`config.mk`:
```
export PLATFORM = sky130hd
export DESIGN_NAME = main_fsm
export DESIGN_NICKNAME = d
export VERILOG_FILES = /design/src/rtl/main_fsm_pkg.sv /design/src/rtl/main_fsm.sv
export SDC_FILE = /design/constraint.sdc
export NUM_CORES = 1
export LEC_CHECK = 0
export BUFFER_PORTS_ARGS = -buffer_cell sky130_fd_sc_hd__buf_4
export CORE_ASPECT_RATIO = 0.5
export CORE_MARGIN = 4
export CORE_UTILIZATION = 25
export DETAILED_ROUTE_END_ITERATION = 8
export HOLD_SLACK_MARGIN = 0.05
export PLACE_DENSITY_LB_ADDON = 0.08
export SYNTH_ARGS = -nofsm -noshare
export SYNTH_HDL_FRONTEND = slang
export SYNTH_SLANG_ARGS = --single-unit
export TNS_END_PERCENT = 30
```
`constraint.sdc`:
```
create_clock -name clk -period 2.56 [get_ports clk]
set_clock_uncertainty 0.05 [all_clocks]
set_input_delay 0.768 -clock clk [delete_from_list [all_inputs] [get_ports clk]]
set_output_delay 0.768 -clock clk [all_outputs]
set_load 0.01 [all_outputs]
```
`src/rtl/main_fsm_pkg.sv`:
```
// main_fsm_pkg -- shared encodings for the multi-cycle control FSM.
// Holds the 4-bit state enumeration, the opcode constants, the datapath
// select / ALUOp encodings (also consumed by the ALU decoder) and a helper
// that maps a state to its Moore control word.
// Optional feature macro: MAIN_FSM_ILLEGAL_TRAP_EN (adds the illegal_op bit).
package main_fsm_pkg;

    typedef enum logic [3:0] {
        S_FETCH    = 4'd0,
        S_DECODE   = 4'd1,
        S_MEMADR   = 4'd2,
        S_MEMREAD  = 4'd3,
        S_MEMWB    = 4'd4,
        S_MEMWRITE = 4'd5,
        S_EXECUTER = 4'd6,
        S_EXECUTEI = 4'd7,
        S_ALUWB    = 4'd8,
        S_BEQ      = 4'd9,
        S_JAL      = 4'd10,
        // Unknown-opcode state: a sticky trap when the trap feature is
        // built in, otherwise a one-cycle "instruction retired" step.
        S_TRAP     = 4'd11
    } state_e;

    localparam logic [6:0] OP_LW    = 7'b0000011;
    localparam logic [6:0] OP_SW    = 7'b0100011;
    localparam logic [6:0] OP_RTYPE = 7'b0110011;
    localparam logic [6:0] OP_ITYPE = 7'b0010011;
    localparam logic [6:0] OP_BEQ   = 7'b1100011;
    localparam logic [6:0] OP_JAL   = 7'b1101111;

    localparam logic [1:0] ALUOP_ADD   = 2'b00;
    localparam logic [1:0] ALUOP_SUB   = 2'b01;
    localparam logic [1:0] ALUOP_FUNCT = 2'b10;

    localparam logic [1:0] SRCA_PC    = 2'b00;
    localparam logic [1:0] SRCA_OLDPC = 2'b01;
    localparam logic [1:0] SRCA_RD1   = 2'b10;

    localparam logic [1:0] SRCB_RD2  = 2'b00;
    localparam logic [1:0] SRCB_IMM  = 2'b01;
    localparam logic [1:0] SRCB_FOUR = 2'b10;

    localparam logic [1:0] RES_ALUOUT    = 2'b00;
    localparam logic [1:0] RES_DATA      = 2'b01;
    localparam logic [1:0] RES_ALURESULT = 2'b10;

    typedef struct packed {
        logic       adr_src;
        logic       ir_write;
        logic       pc_update;
        logic       branch;
        logic       reg_write;
        logic       mem_write;
        logic [1:0] alu_src_a;
        logic [1:0] alu_src_b;
        logic [1:0] result_src;
        logic [1:0] alu_op;
        logic       instr_done;
`ifdef MAIN_FSM_ILLEGAL_TRAP_EN
        logic       illegal_op;
`endif
    } ctrl_t;

    // Moore control word for a state; anything not named here stays 0.
    function automatic ctrl_t ctrl_for_state(input state_e s);
        ctrl_t c;
        c = '0;
        case (s)
            S_FETCH: begin
                c.adr_src    = 1'b0;
                c.ir_write   = 1'b1;
                c.alu_src_a  = SRCA_PC;
                c.alu_src_b  = SRCB_FOUR;
                c.alu_op     = ALUOP_ADD;
                c.result_src = RES_ALURESULT;
                c.pc_update  = 1'b1;
            end
            S_DECODE: begin
                c.alu_src_a = SRCA_OLDPC;
                c.alu_src_b = SRCB_IMM;
                c.alu_op    = ALUOP_ADD;
            end
            S_MEMADR: begin
                c.alu_src_a = SRCA_RD1;
                c.alu_src_b = SRCB_IMM;
                c.alu_op    = ALUOP_ADD;
            end
            S_MEMREAD: begin
                c.result_src = RES_ALUOUT;
                c.adr_src    = 1'b1;
            end
            S_MEMWB: begin
                c.result_src = RES_DATA;
                c.reg_write  = 1'b1;
                c.instr_done = 1'b1;
            end
            S_MEMWRITE: begin
                c.result_src = RES_ALUOUT;
                c.adr_src    = 1'b1;
                c.mem_write  = 1'b1;
                c.instr_done = 1'b1;
            end
            S_EXECUTER: begin
                c.alu_src_a = SRCA_RD1;
                c.alu_src_b = SRCB_RD2;
                c.alu_op    = ALUOP_FUNCT;
            end
            S_EXECUTEI: begin
                c.alu_src_a = SRCA_RD1;
                c.alu_src_b = SRCB_IMM;
                c.alu_op    = ALUOP_FUNCT;
            end
            S_ALUWB: begin
                c.result_src = RES_ALUOUT;
                c.reg_write  = 1'b1;
                c.instr_done = 1'b1;
            end
            S_BEQ: begin
                c.alu_src_a  = SRCA_RD1;
                c.alu_src_b  = SRCB_RD2;
                c.alu_op     = ALUOP_SUB;
                c.result_src = RES_ALUOUT;
                c.branch     = 1'b1;
                c.instr_done = 1'b1;
            end
            S_JAL: begin
                c.alu_src_a  = SRCA_OLDPC;
                c.alu_src_b  = SRCB_FOUR;
                c.alu_op     = ALUOP_ADD;
                c.result_src = RES_ALUOUT;
                c.pc_update  = 1'b1;
            end
            S_TRAP: begin
`ifdef MAIN_FSM_ILLEGAL_TRAP_EN
                c.illegal_op = 1'b1;
`else
                c.instr_done = 1'b1;
`endif
            end
            default: begin
                c = '0;
            end
        endcase
        return c;
    endfunction

endpackage

```
`src/rtl/main_fsm.sv`:
```
// main_fsm -- Moore control FSM of a multi-cycle RISC-V style core.
// The control word is registered alongside the state (decoded from the
// next state), so no path exists from op to any output. Reset masks every
// output to 0 and shows FETCH on state_dbg while it is held high.
// Optional feature macro: MAIN_FSM_ILLEGAL_TRAP_EN -- unknown opcodes lock
// into TRAP with illegal_op=1 until reset; when undefined they retire in
// one extra cycle with instr_done=1 and return to FETCH.
module main_fsm
    import main_fsm_pkg::*;
(
    input  logic       clk,
    input  logic       reset,
    input  logic [6:0] op,
    output logic       AdrSrc,
    output logic       IRWrite,
    output logic       PCUpdate,
    output logic       Branch,
    output logic       RegWrite,
    output logic       MemWrite,
    output logic [1:0] ALUSrcA,
    output logic [1:0] ALUSrcB,
    output logic [1:0] ResultSrc,
    output logic [1:0] ALUOp,
    output logic       instr_done,
    output logic [3:0] state_dbg
`ifdef MAIN_FSM_ILLEGAL_TRAP_EN
    ,
    output logic       illegal_op
`endif
);

    state_e state_q;
    state_e state_d;
    ctrl_t  ctrl_q;
    ctrl_t  ctrl_d;
    ctrl_t  ctrl_out_s;
    state_e state_out_s;

    // Next-state rules; op is only consulted in DECODE and MEMADR.
    always_comb begin
        state_d = S_FETCH;
        case (state_q)
            S_FETCH:    state_d = S_DECODE;
            S_DECODE: begin
                case (op)
                    OP_LW, OP_SW: state_d = S_MEMADR;
                    OP_RTYPE:     state_d = S_EXECUTER;
                    OP_ITYPE:     state_d = S_EXECUTEI;
                    OP_BEQ:       state_d = S_BEQ;
                    OP_JAL:       state_d = S_JAL;
                    default:      state_d = S_TRAP;
                endcase
            end
            S_MEMADR: begin
                if (op == OP_LW) begin
                    state_d = S_MEMREAD;
                end else begin
                    state_d = S_MEMWRITE;
                end
            end
            S_MEMREAD:  state_d = S_MEMWB;
            S_MEMWB:    state_d = S_FETCH;
            S_MEMWRITE: state_d = S_FETCH;
            S_EXECUTER: state_d = S_ALUWB;
            S_EXECUTEI: state_d = S_ALUWB;
            S_ALUWB:    state_d = S_FETCH;
            S_BEQ:      state_d = S_FETCH;
            S_JAL:      state_d = S_ALUWB;
            S_TRAP: begin
`ifdef MAIN_FSM_ILLEGAL_TRAP_EN
                state_d = S_TRAP;
`else
                state_d = S_FETCH;
`endif
            end
            default:    state_d = S_FETCH;
        endcase
    end

    // Control word that will belong to the state being entered.
    always_comb begin
        ctrl_d = ctrl_for_state(state_d);
    end

    // State register and registered control word, synchronous reset to FETCH.
    always_ff @(posedge clk) begin
        if (reset) begin
            state_q <= S_FETCH;
            ctrl_q  <= ctrl_for_state(S_FETCH);
        end else begin
            state_q <= state_d;
            ctrl_q  <= ctrl_d;
        end
    end

    // Reset holds every output quiet and reports FETCH for debug.
    always_comb begin
        if (reset) begin
            ctrl_out_s  = '0;
            state_out_s = S_FETCH;
        end else begin
            ctrl_out_s  = ctrl_q;
            state_out_s = state_q;
        end
    end

    assign AdrSrc     = ctrl_out_s.adr_src;
    assign IRWrite    = ctrl_out_s.ir_write;
    assign PCUpdate   = ctrl_out_s.pc_update;
    assign Branch     = ctrl_out_s.branch;
    assign RegWrite   = ctrl_out_s.reg_write;
    assign MemWrite   = ctrl_out_s.mem_write;
    assign ALUSrcA    = ctrl_out_s.alu_src_a;
    assign ALUSrcB    = ctrl_out_s.alu_src_b;
    assign ResultSrc  = ctrl_out_s.result_src;
    assign ALUOp      = ctrl_out_s.alu_op;
    assign instr_done = ctrl_out_s.instr_done;
    assign state_dbg  = state_out_s;
`ifdef MAIN_FSM_ILLEGAL_TRAP_EN
    assign illegal_op = ctrl_out_s.illegal_op;
`endif

endmodule
```
==> results of run 1 <==
==> routing by layer <==
metal | share of wire | GRT usage
met4 | 0 | 0.0297
met2 | 0.38 | 0.122
met1 | 0.56 | 0.153
met5 | 0 | 0
met3 | 0.062 | 0.0373
==> final cells by class <==
class | instances | area, um2
timing repair buffer | 37 | 278
clock buffer | 3 | 41.3
sequential | 17 | 340
fill | 340 | 1910
inverter | 2 | 7.51
clock inverter | 1 | 5.00
multi-input combinational | 71 | 450
tap | 40 | 50.0
==> worst min-delay path: stages (launching register included) <==
cell     delay, ps
dfxtp_1        380
nand3_1        150
nor2_1          50
==> placed cells by master (no fill, tap or decap) <==
cell and n:
nor3b_1 1, mux2i_1 1, nor2b_1 18, nor3_1 5, o22a_1 1, a211oi_1 1
a21oi_1 2, buf_4 37, o22ai_1 1, or3b_4 1, o21ai_0 1, clkbuf_8 3
or3_1 2, nand4_1 2, o32a_1 1, or4_4 2, a21oi_2 1, o31ai_1 1
a221oi_1 1, nor2_1 8, nand2_1 4, a41oi_1 1, nor4_1 2, or2_2 2
o22a_4 1, dfxtp_1 17, a31oi_1 2, or4b_1 1, inv_1 2, nand2b_1 4
clkinv_2 1, nand3_1 4
==> sequential cells by signal, summed over array words and instances, names as in the netlist <==
| name | count |
|---|---|
| state_q | 4 |
| ctrl_q | 13 |
==> cells in the mapped netlist, types with 2 or more instances <==
library cell   n
or4_4          2
nand4_1        2
or2_2          2
nor3_1         5
buf_4          2
nand2_1        4
dfxtp_1       17
inv_1          2
a31oi_1        2
nand2b_1       4
nand3_1        4
nor2b_1       18
nor2_1         8
clkbuf_1       3
or3_1          2
nor4_1         2
a21oi_1        2
==> where the power goes <==
part	internal [W]	switching, W	total [W]	leakage (nW)
logic	0.0000951	0.0000915	0.000187	0.322
registers	0.000292	0.0000153	0.000307	0.140
clock network	0.000108	0.0000937	0.000202	0.0255
total	0.000495	0.000201	0.000695	0.488
==> worst paths after layout <==
| kind | slack (ps) | depth (start not counted) | endpoint | start |
|---|---|---|---|---|
| setup / recovery | 90 | 6 | ctrl_q[7] | op[2] |
| hold / removal | 570 | 2 | ctrl_q[9] | state_q[1] |
| setup reg to reg | 420 | 5 | ctrl_q[7] | state_q[0] |
| hold reg to reg | 570 | 2 | ctrl_q[9] | state_q[1] |
==> through the flow <==
stage	total power [W]	instance area (um2)	hold slack (ps)	setup WS, ps	util
after floorplan	0.000421	828	479	-8.74	-
after global placement	0.000502	1130	557	-149	0.365
after detailed placement	0.000502	1130	551	-178	0.365
after CTS	0.000706	1170	564	86.2	0.380
after global routing	0.000738	1170	600	12.8	0.380
final	0.000695	1170	571	86.2	0.380
==> kinds of logic (layout without fill, tap and decap cells) <==
family | after synthesis | after routing | share of synthesized area
buffers and inverters | 8 | 43 | 0.0453
DFF | 17 | 17 | 0.411
muxes | 1 | 1 | 0.0121
AOI/OAI and AO/OA | 14 | 14 | 0.134
and+or+nand+nor | 56 | 56 | 0.397
==> impl_metrics.env, run 1 <==
export IMPL_initial_core_util=0.269
export IMPL_numCtsBuffers=3
export IMPL_async_flop_share=0
export IMPL_hold_class="reg -> reg"
export IMPL_drtIter0Drc=20
export IMPL_synthCells=96
export IMPL_avgViaCountPerCell=4.47
export IMPL_hold_buffers=0
export IMPL_post_route_period_util=0.966
export IMPL_root_buffer="clkbuf_8"
export IMPL_antenna_left=0
export IMPL_synth_distinct_cells=32
export IMPL_dp_cells=167
export IMPL_cp_required_ps=2700
export IMPL_peakVddDrop_v=0.000301
export IMPL_p_leak_nw=0.488
export IMPL_instances_no_fill=171
export IMPL_core_area_um2=3080
export IMPL_clockBufferDepth=2
export IMPL_synth_edf_count=0
export IMPL_startpoint_type="input pin"
export IMPL_drive_above_1_share=0.366
export IMPL_cts_resized=0
export IMPL_worst_path_buf_inv=1
export IMPL_yosys_top_cells_area="dfxtp_1 (41%), nor2b_1 (14%), nor2_1 (3.6%)"
export IMPL_drv_slew=0
export IMPL_synthFlopType="dfxtp_1"
export IMPL_wl_per_cell_um=11.9
export IMPL_row_count=14
export IMPL_synthesis_nets=105
export IMPL_ys_ff_latch=17
export IMPL_htreeDepth=1
export IMPL_worstPathArrival_ps=2610
export IMPL_grt_pass1_vias=659
export IMPL_synth_top_area_share=0.411
export IMPL_path_max_fanout=4
export IMPL_die_x_um=89.4
export IMPL_dieArea_um2=4350
export IMPL_tightestPinTransition_ps=330
export IMPL_p_per_area_nw_per_um2=593
export IMPL_path_class="in -> reg"
export IMPL_grt_pass1_wl_um=3330
export IMPL_cp_common_cell="or4_4"
export IMPL_path_cells="buf_4 > or4_4 > or4_4 > o22a_4 > or3b_4 > a21oi_2"
export IMPL_finalHoldViolations=0
export IMPL_routed_wirelength_um=2030
export IMPL_gp_congestion=0.827
export IMPL_clkTransAtPathRegs_ps=70
export IMPL_area_growth_syn_to_layout_pct=41.5
export IMPL_yosysTopAreaCell="dfxtp_1"
export IMPL_final_setup_tns_ps=0
export IMPL_fp_dieH_um=48.7
export IMPL_drcViolationCount=0
export IMPL_synth_area_um2=828
export IMPL_cts_tree="yes"
export IMPL_cp_end_kind="flop"
export IMPL_grt_antenna_before_repair=0
export IMPL_period_minus_slack_ps=2470
export IMPL_ios=28
export IMPL_portBuffers=27
export IMPL_slowest_stage="or4_4"
export IMPL_rsz0062_at_grt="false"
export IMPL_dp_hpwl_um=1510
export IMPL_firstDrtPassIters=4
export IMPL_clock_sinks=17
export IMPL_syn_avg_cell_area_um2=8.63
export IMPL_ys_seq_area_frac=0.411
export IMPL_via_count=765
export IMPL_finalSetupViolCount=0
export IMPL_grt_ovfl_total=0
export IMPL_slowest_delay_ps=520
export IMPL_nNetsFinal=141
export IMPL_crit_family="simple AND/OR/NAND/NOR gates"
export IMPL_status="complete, no violations"
export IMPL_max_cap_violations=0
export IMPL_grt_max_degree=30
export IMPL_relSlewSlack=0.780
export IMPL_cts_setup_buffers=0
export IMPL_synth_warnings=0
export IMPL_grt_use_total=0.0990
export IMPL_clk_insertion_delay_late_ps=250
export IMPL_clock_fmax_mhz=404
export IMPL_n_antenna_cell=0
Power figures use the tool's default switching activity.
==> run 2: changes to the inputs <==
Settings changed: CORE_ASPECT_RATIO 0.5 to not set, CORE_MARGIN 4 to not set, CORE_UTILIZATION 25 to 40.
Clock period 2.56 ns to 3.2 ns, I/O delays scaled along.
==> run 2 against run 1 <==
Final area shrank 8.8%. Combinational power shrank 27%. Setup slack gained 440 ps. Total power shrank 29%. Die area shrank 48%. Count of clock-buffer cells in the layout is the same. Sequential share of layout area grew 2.8 points. Cell count shrank 13%. Via count grew 0.13%. Critical endpoint is now ctrl_q[5]. Highest routed layer is now met4.
==> impl_metrics.env, run 2 (synthesized netlist as in run 1, its figures left out) <==
export IMPL_numCtsBuffers=3
export IMPL_grt_pass1_vias=567
export IMPL_placed_area_um2=1040
export IMPL_p_switching_w=0.000148
export IMPL_multi_input_area_um2=450
export IMPL_dp_hpwl_um=1160
export IMPL_portBuffers=27
export IMPL_swShare=0.300
export IMPL_layout_common_cells="buf_4 (28), nor2b_1 (18), dfxtp_1 (17)"
export IMPL_fin_area_um2=1070
export IMPL_grt_ovfl_total=0
export IMPL_hp_start="state_q[1]"
export IMPL_cts_tree="yes"
export IMPL_clk_insertion_delay_late_ps=280
export IMPL_grt_use_total=0.160
export IMPL_slowest_stage="or4_4"
export IMPL_root_buffer="clkbuf_4"
export IMPL_finalHoldViolations=0
export IMPL_cp_required_ps=3360
export IMPL_path_cells="buf_4 > or4_4 > or4_4 > o22a_4 > or3_1 > a31oi_1"
export IMPL_p_leak_nw=0.437
export IMPL_fillers=207
export IMPL_peakVddDrop_v=0.000340
export IMPL_startpoint_type="input pin"
export IMPL_n_antenna_cell=0
export IMPL_die_x_um=47.5
export IMPL_relSlewSlack=0.714
export IMPL_r2r_end="ctrl_q[5]"
export IMPL_drive_above_1_share=0.320
export IMPL_p_per_area_nw_per_um2=462
export IMPL_final_setup_tns_ps=0
export IMPL_max_cap_violations=0
export IMPL_cts_resized=0
export IMPL_largest_register="ctrl_q"
export IMPL_cp_end_kind="flop"
export IMPL_dieArea_um2=2260
export IMPL_via_count=766
export IMPL_p_int_w=0.000346
export IMPL_ios=28
export IMPL_wl_met1_um=799
export IMPL_finalSetupViolCount=0
export IMPL_clock_fmax_mhz=374
export IMPL_clkPwrFrac=0.228
export IMPL_hold_class="reg -> reg"
export IMPL_rr_worst_depth=5
export IMPL_tightestPinTransition_ps=425
export IMPL_wl_met3_um=110
export IMPL_clockBufferDepth=2
export IMPL_worstPathArrival_ps=2840
export IMPL_firstDrtPassIters=6
export IMPL_drcViolationCount=0
export IMPL_r2r_start="state_q[0]"
export IMPL_path_class="in -> reg"
export IMPL_antenna_left=0
export IMPL_final_common_cell="buf_4"
export IMPL_grt_pass1_wl_um=2500
export IMPL_cp_common_cell="or4_4"
export IMPL_wl_per_cell_um=11.1
export IMPL_clock_sinks=17
export IMPL_htreeDepth=1
export IMPL_hold_depth=2
export IMPL_top_regs="ctrl_q: 13 flops, state_q: 4 flops"
export IMPL_largest_register_ffs=13
export IMPL_drv_slew=0
export IMPL_fp_dieH_um=47.5
export IMPL_grt_max_degree=30
export IMPL_rsz0062_at_grt="false"
export IMPL_initial_core_util=0.422
export IMPL_row_count=16
export IMPL_routed_wirelength_um=1660
export IMPL_hold_end="ctrl_q[9]"
export IMPL_grt_antenna_before_repair=0
export IMPL_slowest_delay_ps=530
export IMPL_core_area_um2=1960
export IMPL_gp_congestion=0.840
export IMPL_drtIter0Drc=11
export IMPL_status="complete, no violations"
export IMPL_final_seq_area_um2=340
export IMPL_avgViaCountPerCell=5.14
export IMPL_seqPwrFrac=0.495
export IMPL_pwr_share_comb=0.277
export IMPL_nNetsFinal=132
export IMPL_cts_setup_buffers=0
export IMPL_r2r_setup_slack_ps=1010
export IMPL_top_layer="met4"
export IMPL_cp_depth=6
export IMPL_crit_family="simple AND/OR/NAND/NOR gates"
export IMPL_path_max_fanout=5
export IMPL_worst_path_buf_inv=1
export IMPL_period_minus_slack_ps=2670
export IMPL_hold_buffers=0
export IMPL_area_growth_syn_to_layout_pct=29.2
export IMPL_post_route_period_util=0.835
export IMPL_finish_utilization=0.545
export IMPL_wl_met2_um=733
export IMPL_clkTransAtPathRegs_ps=100
==> run 2: cell count changes in the layout (fill, tap and decap cells not counted) <==
cell      before  now
buf_4         37   28
clkbuf_4       0    3
clkbuf_8       3    0
==> run 2: cell type report <==
type                            instances  area share
Sequential cell                        17       0.318
Tap cell                               27      0.0316
Timing Repair Buffer                   28       0.196
Inverter                                2     0.00702
Clock inverter                          1     0.00468
Multi-Input combinational cell         71       0.421
Clock buffer                            3      0.0211
==> run 2: layer usage <==
layer  GRT usage  up-vias
met2       0.230       26
li1            -      396
met3      0.0340        2
met1       0.224      342
met5           0        -
met4      0.0857        0
==> run 2: worst max-delay path by stage <==
stage | start | endpoint | slack [ps]
final | op[2] | ctrl_q[5] | 530
after global routing | op[2] | ctrl_q[5] | 520
after CTS | op[2] | ctrl_q[5] | 540
after detailed placement | op[2] | ctrl_q[5] | 240
after global placement | op[2] | ctrl_q[7] | 280
after floorplan | reset | ALUOp[0] | 400
==> run 2: through the flow <==
step                instances  setup WS (ps)  total power [W]  hold WS (ps)
detailed placement        145            236         0.000386           573
global placement          145            284         0.000385           578
floorplan                  96            397         0.000337           479
CTS                       149            535         0.000498           582
global route              149            518         0.000523           627
finish                    149            528         0.000495           580
==> run 2: worst min-delay path, delay by kind of cell (launching register included) <==
kind	cells	cell delay [ps]
AND/OR/NAND/NOR	2	210
flip-flops	1	380
==> run 2: power by group through the flow <==
stage / clock network, W / logic (W) / registers [W]
global placement: 0 / 0.000136 / 0.000249
CTS: 0.000116 / 0.000138 / 0.000244
detailed placement: 0 / 0.000137 / 0.000249
global route: 0.000124 / 0.000152 / 0.000247
floorplan: 0 / 0.0000905 / 0.000246
finish: 0.000113 / 0.000137 / 0.000245
==> run 3: changes to the inputs <==
Settings changed: ABC_AREA set to 1.
Clock period 3.2 ns to 2.5 ns, I/O delays scaled along.
==> run 3 against run 2 <==
Count of clock-buffer cells in the layout is the same. Synthesized cell count grew 52%. Setup slack lost 100 ps. Clock power grew 27%. Area after synthesis grew 11%. Via count grew 14%. Worst hold slack lost 51 ps. Sequential share of layout area shrank 2.5 points. Sequential power grew 37%. Wire length grew 4.3%.
==> impl_metrics.env, run 3 <==
export IMPL_synth_distinct_cells=17
export IMPL_synthCells=146
export IMPL_startpoint="reset"
export IMPL_syn_avg_cell_area_um2=6.31
export IMPL_hold_buffers=0
export IMPL_slowest_delay_ps=260
export IMPL_swShare=0.375
export IMPL_n_antenna_cell=0
export IMPL_grt_antenna_before_repair=0
export IMPL_fin_area_um2=1160
export IMPL_drtIter0Drc=9
export IMPL_clkPwrFrac=0.177
export IMPL_grt_ovfl_total=0
export IMPL_largest_register="ctrl_q"
export IMPL_clockBufferDepth=2
export IMPL_crit_family="buffers and inverters"
export IMPL_synthesis_nets=155
export IMPL_tightestPinTransition_ps=278
export IMPL_top_layer="met4"
export IMPL_cp_common_cell="buf_4"
export IMPL_die_x_um=50.0
export IMPL_initial_core_util=0.420
export IMPL_synth_edf_count=0
export IMPL_rr_worst_depth=10
export IMPL_drive_above_1_share=0.250
export IMPL_post_route_period_util=0.829
export IMPL_worstPathArrival_ps=1270
export IMPL_final_seq_area_um2=340
export IMPL_path_cells="buf_4 > nor2_1 > buf_4"
export IMPL_numCtsBuffers=3
export IMPL_yosysMostFrequentCell="nor2_1"
export IMPL_ys_seq_area_frac=0.370
export IMPL_avgViaCountPerCell=4.36
export IMPL_drv_slew=0
export IMPL_r2r_setup_slack_ps=1030
export IMPL_path_class="in -> out"
export IMPL_finalHoldViolations=0
export IMPL_firstDrtPassIters=6
export IMPL_cp_required_ps=1700
export IMPL_routed_wirelength_um=1730
export IMPL_cp_end_kind="output pin"
export IMPL_multi_input_area_um2=438
export IMPL_fillers=235
export IMPL_via_count=872
export IMPL_p_switching_w=0.000305
export IMPL_clock_sinks=17
export IMPL_drcViolationCount=0
export IMPL_grt_max_degree=31
export IMPL_yosys_top_cells_area="dfxtp_1 (37%), nor2_1 (13%), inv_1 (11%)"
export IMPL_finalSetupViolCount=0
export IMPL_dp_hpwl_um=1350
export IMPL_cp_endpoint="IRWrite"
export IMPL_peakVddDrop_v=0.000376
export IMPL_area_growth_syn_to_layout_pct=26.0
export IMPL_seqPwrFrac=0.413
export IMPL_layout_common_cells="nor2_1 (31), inv_1 (28), nand2_1 (28)"
export IMPL_cts_tree="yes"
export IMPL_largest_register_ffs=13
export IMPL_r2r_start="state_q[1]"
export IMPL_htreeDepth=1
export IMPL_grt_pass1_wl_um=3020
export IMPL_p_leak_nw=0.611
export IMPL_p_int_w=0.000507
export IMPL_hold_class="reg -> reg"
export IMPL_startpoint_type="input pin"
export IMPL_relSlewSlack=0.814
export IMPL_clk_insertion_delay_late_ps=290
export IMPL_synth_area_um2=921
export IMPL_nNetsFinal=182
export IMPL_clock_fmax_mhz=483
export IMPL_wl_per_cell_um=8.65
export IMPL_r2r_end="ctrl_q[8]"
export IMPL_ys_ff_latch=17
export IMPL_async_flop_share=0
export IMPL_top_regs="ctrl_q: 13 flops, state_q: 4 flops"
export IMPL_clkTransAtPathRegs_ps=100
export IMPL_cts_setup_buffers=0
export IMPL_synth_top_area_share=0.370
export IMPL_grt_pass1_vias=797
export IMPL_max_cap_violations=0
export IMPL_wl_met1_um=823
export IMPL_rsz0062_at_grt="false"
export IMPL_synth_warnings=0
export IMPL_row_count=17
export IMPL_dieArea_um2=2500
export IMPL_path_max_fanout=30
export IMPL_wl_met3_um=63
export IMPL_antenna_left=0
export IMPL_p_per_area_nw_per_um2=700
export IMPL_ios=28
export IMPL_slowest_stage="buf_4"
export IMPL_synthFlopType="dfxtp_1"
export IMPL_finish_utilization=0.529
export IMPL_gp_congestion=0.815
export IMPL_wl_met2_um=830
export IMPL_period_minus_slack_ps=2070
export IMPL_yosysTopAreaCell="dfxtp_1"
export IMPL_pwr_share_comb=0.409
export IMPL_portBuffers=27
export IMPL_worst_path_buf_inv=2
export IMPL_cp_depth=3
export IMPL_final_setup_tns_ps=0
export IMPL_grt_use_total=0.158
export IMPL_status="complete, no violations"
export IMPL_core_area_um2=2190
export IMPL_cts_resized=0
export IMPL_ys_top_cells_by_count="nor2_1 (31), inv_1 (28), nand2_1 (28)"
export IMPL_placed_area_um2=1130
export IMPL_final_common_cell="nor2_1"
export IMPL_root_buffer="clkbuf_4"
export IMPL_fp_dieH_um=50.0
## run 3: cell types whose count changed after synthesis, sizes merged, moves of 4 or more
cell / previous run / this run
nand3: 4 / 14
nor2b: 18 / 0
nor2: 8 / 36
inv: 2 / 31
nand2: 4 / 31
nand2b: 4 / 0
## run 3: how the worst min path moves through the flow
stage | depth (start not counted) | end | start | slack [ps]
global placement | 2 | ctrl_q[3] | state_q[0] | 480
global route | 2 | ctrl_q[3] | state_q[0] | 570
CTS | 2 | ctrl_q[3] | state_q[0] | 520
detailed placement | 2 | ctrl_q[3] | state_q[0] | 480
finish | 2 | ctrl_q[3] | state_q[0] | 530
floorplan | 2 | ctrl_q[3] | state_q[0] | 440
## run 3: worst min-delay path: cells and delay by family, from the launching register on
| kind | cells | cell delay, ps |
|---|---|---|
| DFF | 1 | 350 |
| and+or+nand+nor | 2 | 180 |
## run 3: cell type report
cell class / count / share of cell area
Multi-Input combinational cell: 93 / 0.378
Sequential cell: 17 / 0.293
Timing Repair Buffer: 27 / 0.175
Inverter: 31 / 0.100
Tap cell: 28 / 0.0302
Clock buffer: 3 / 0.0194
Clock inverter: 1 / 0.00432
## run 3: cell families (layout without fill, tap and decap cells)
group	after synthesis	in the layout	share of synthesized area
compound gates	6	6	0.0353
simple gates	87	87	0.440
flops	17	17	0.370
buf+inv	36	62	0.155
## run 3: power groups by stage
stage                     combinational (W)  clock [W]  sequential [W]
after floorplan                    0.000242          0        0.000339
after global placement             0.000329          0        0.000341
after detailed placement           0.000332          0        0.000342
after CTS                          0.000334   0.000149        0.000336
after global routing               0.000375   0.000163        0.000340
final                              0.000332   0.000144        0.000336
## run 3: stage by stage
stage | instances | setup slack, ps | power, W | hold slack (ps)
finish | 200 | 428 | 0.000812 | 528
global route | 200 | 379 | 0.000877 | 567
CTS | 200 | 417 | 0.000819 | 518
detailed placement | 196 | 418 | 0.000674 | 485
global placement | 196 | 437 | 0.000670 | 484
floorplan | 146 | 377 | 0.000581 | 442
## run 3: metal layers
metal | GRT usage | vias to the layer above
met1 | 0.184 | 366
li1 | - | 485
met5 | 0 | -
met4 | 0.0952 | 0
met2 | 0.269 | 19
met3 | 0.0247 | 2
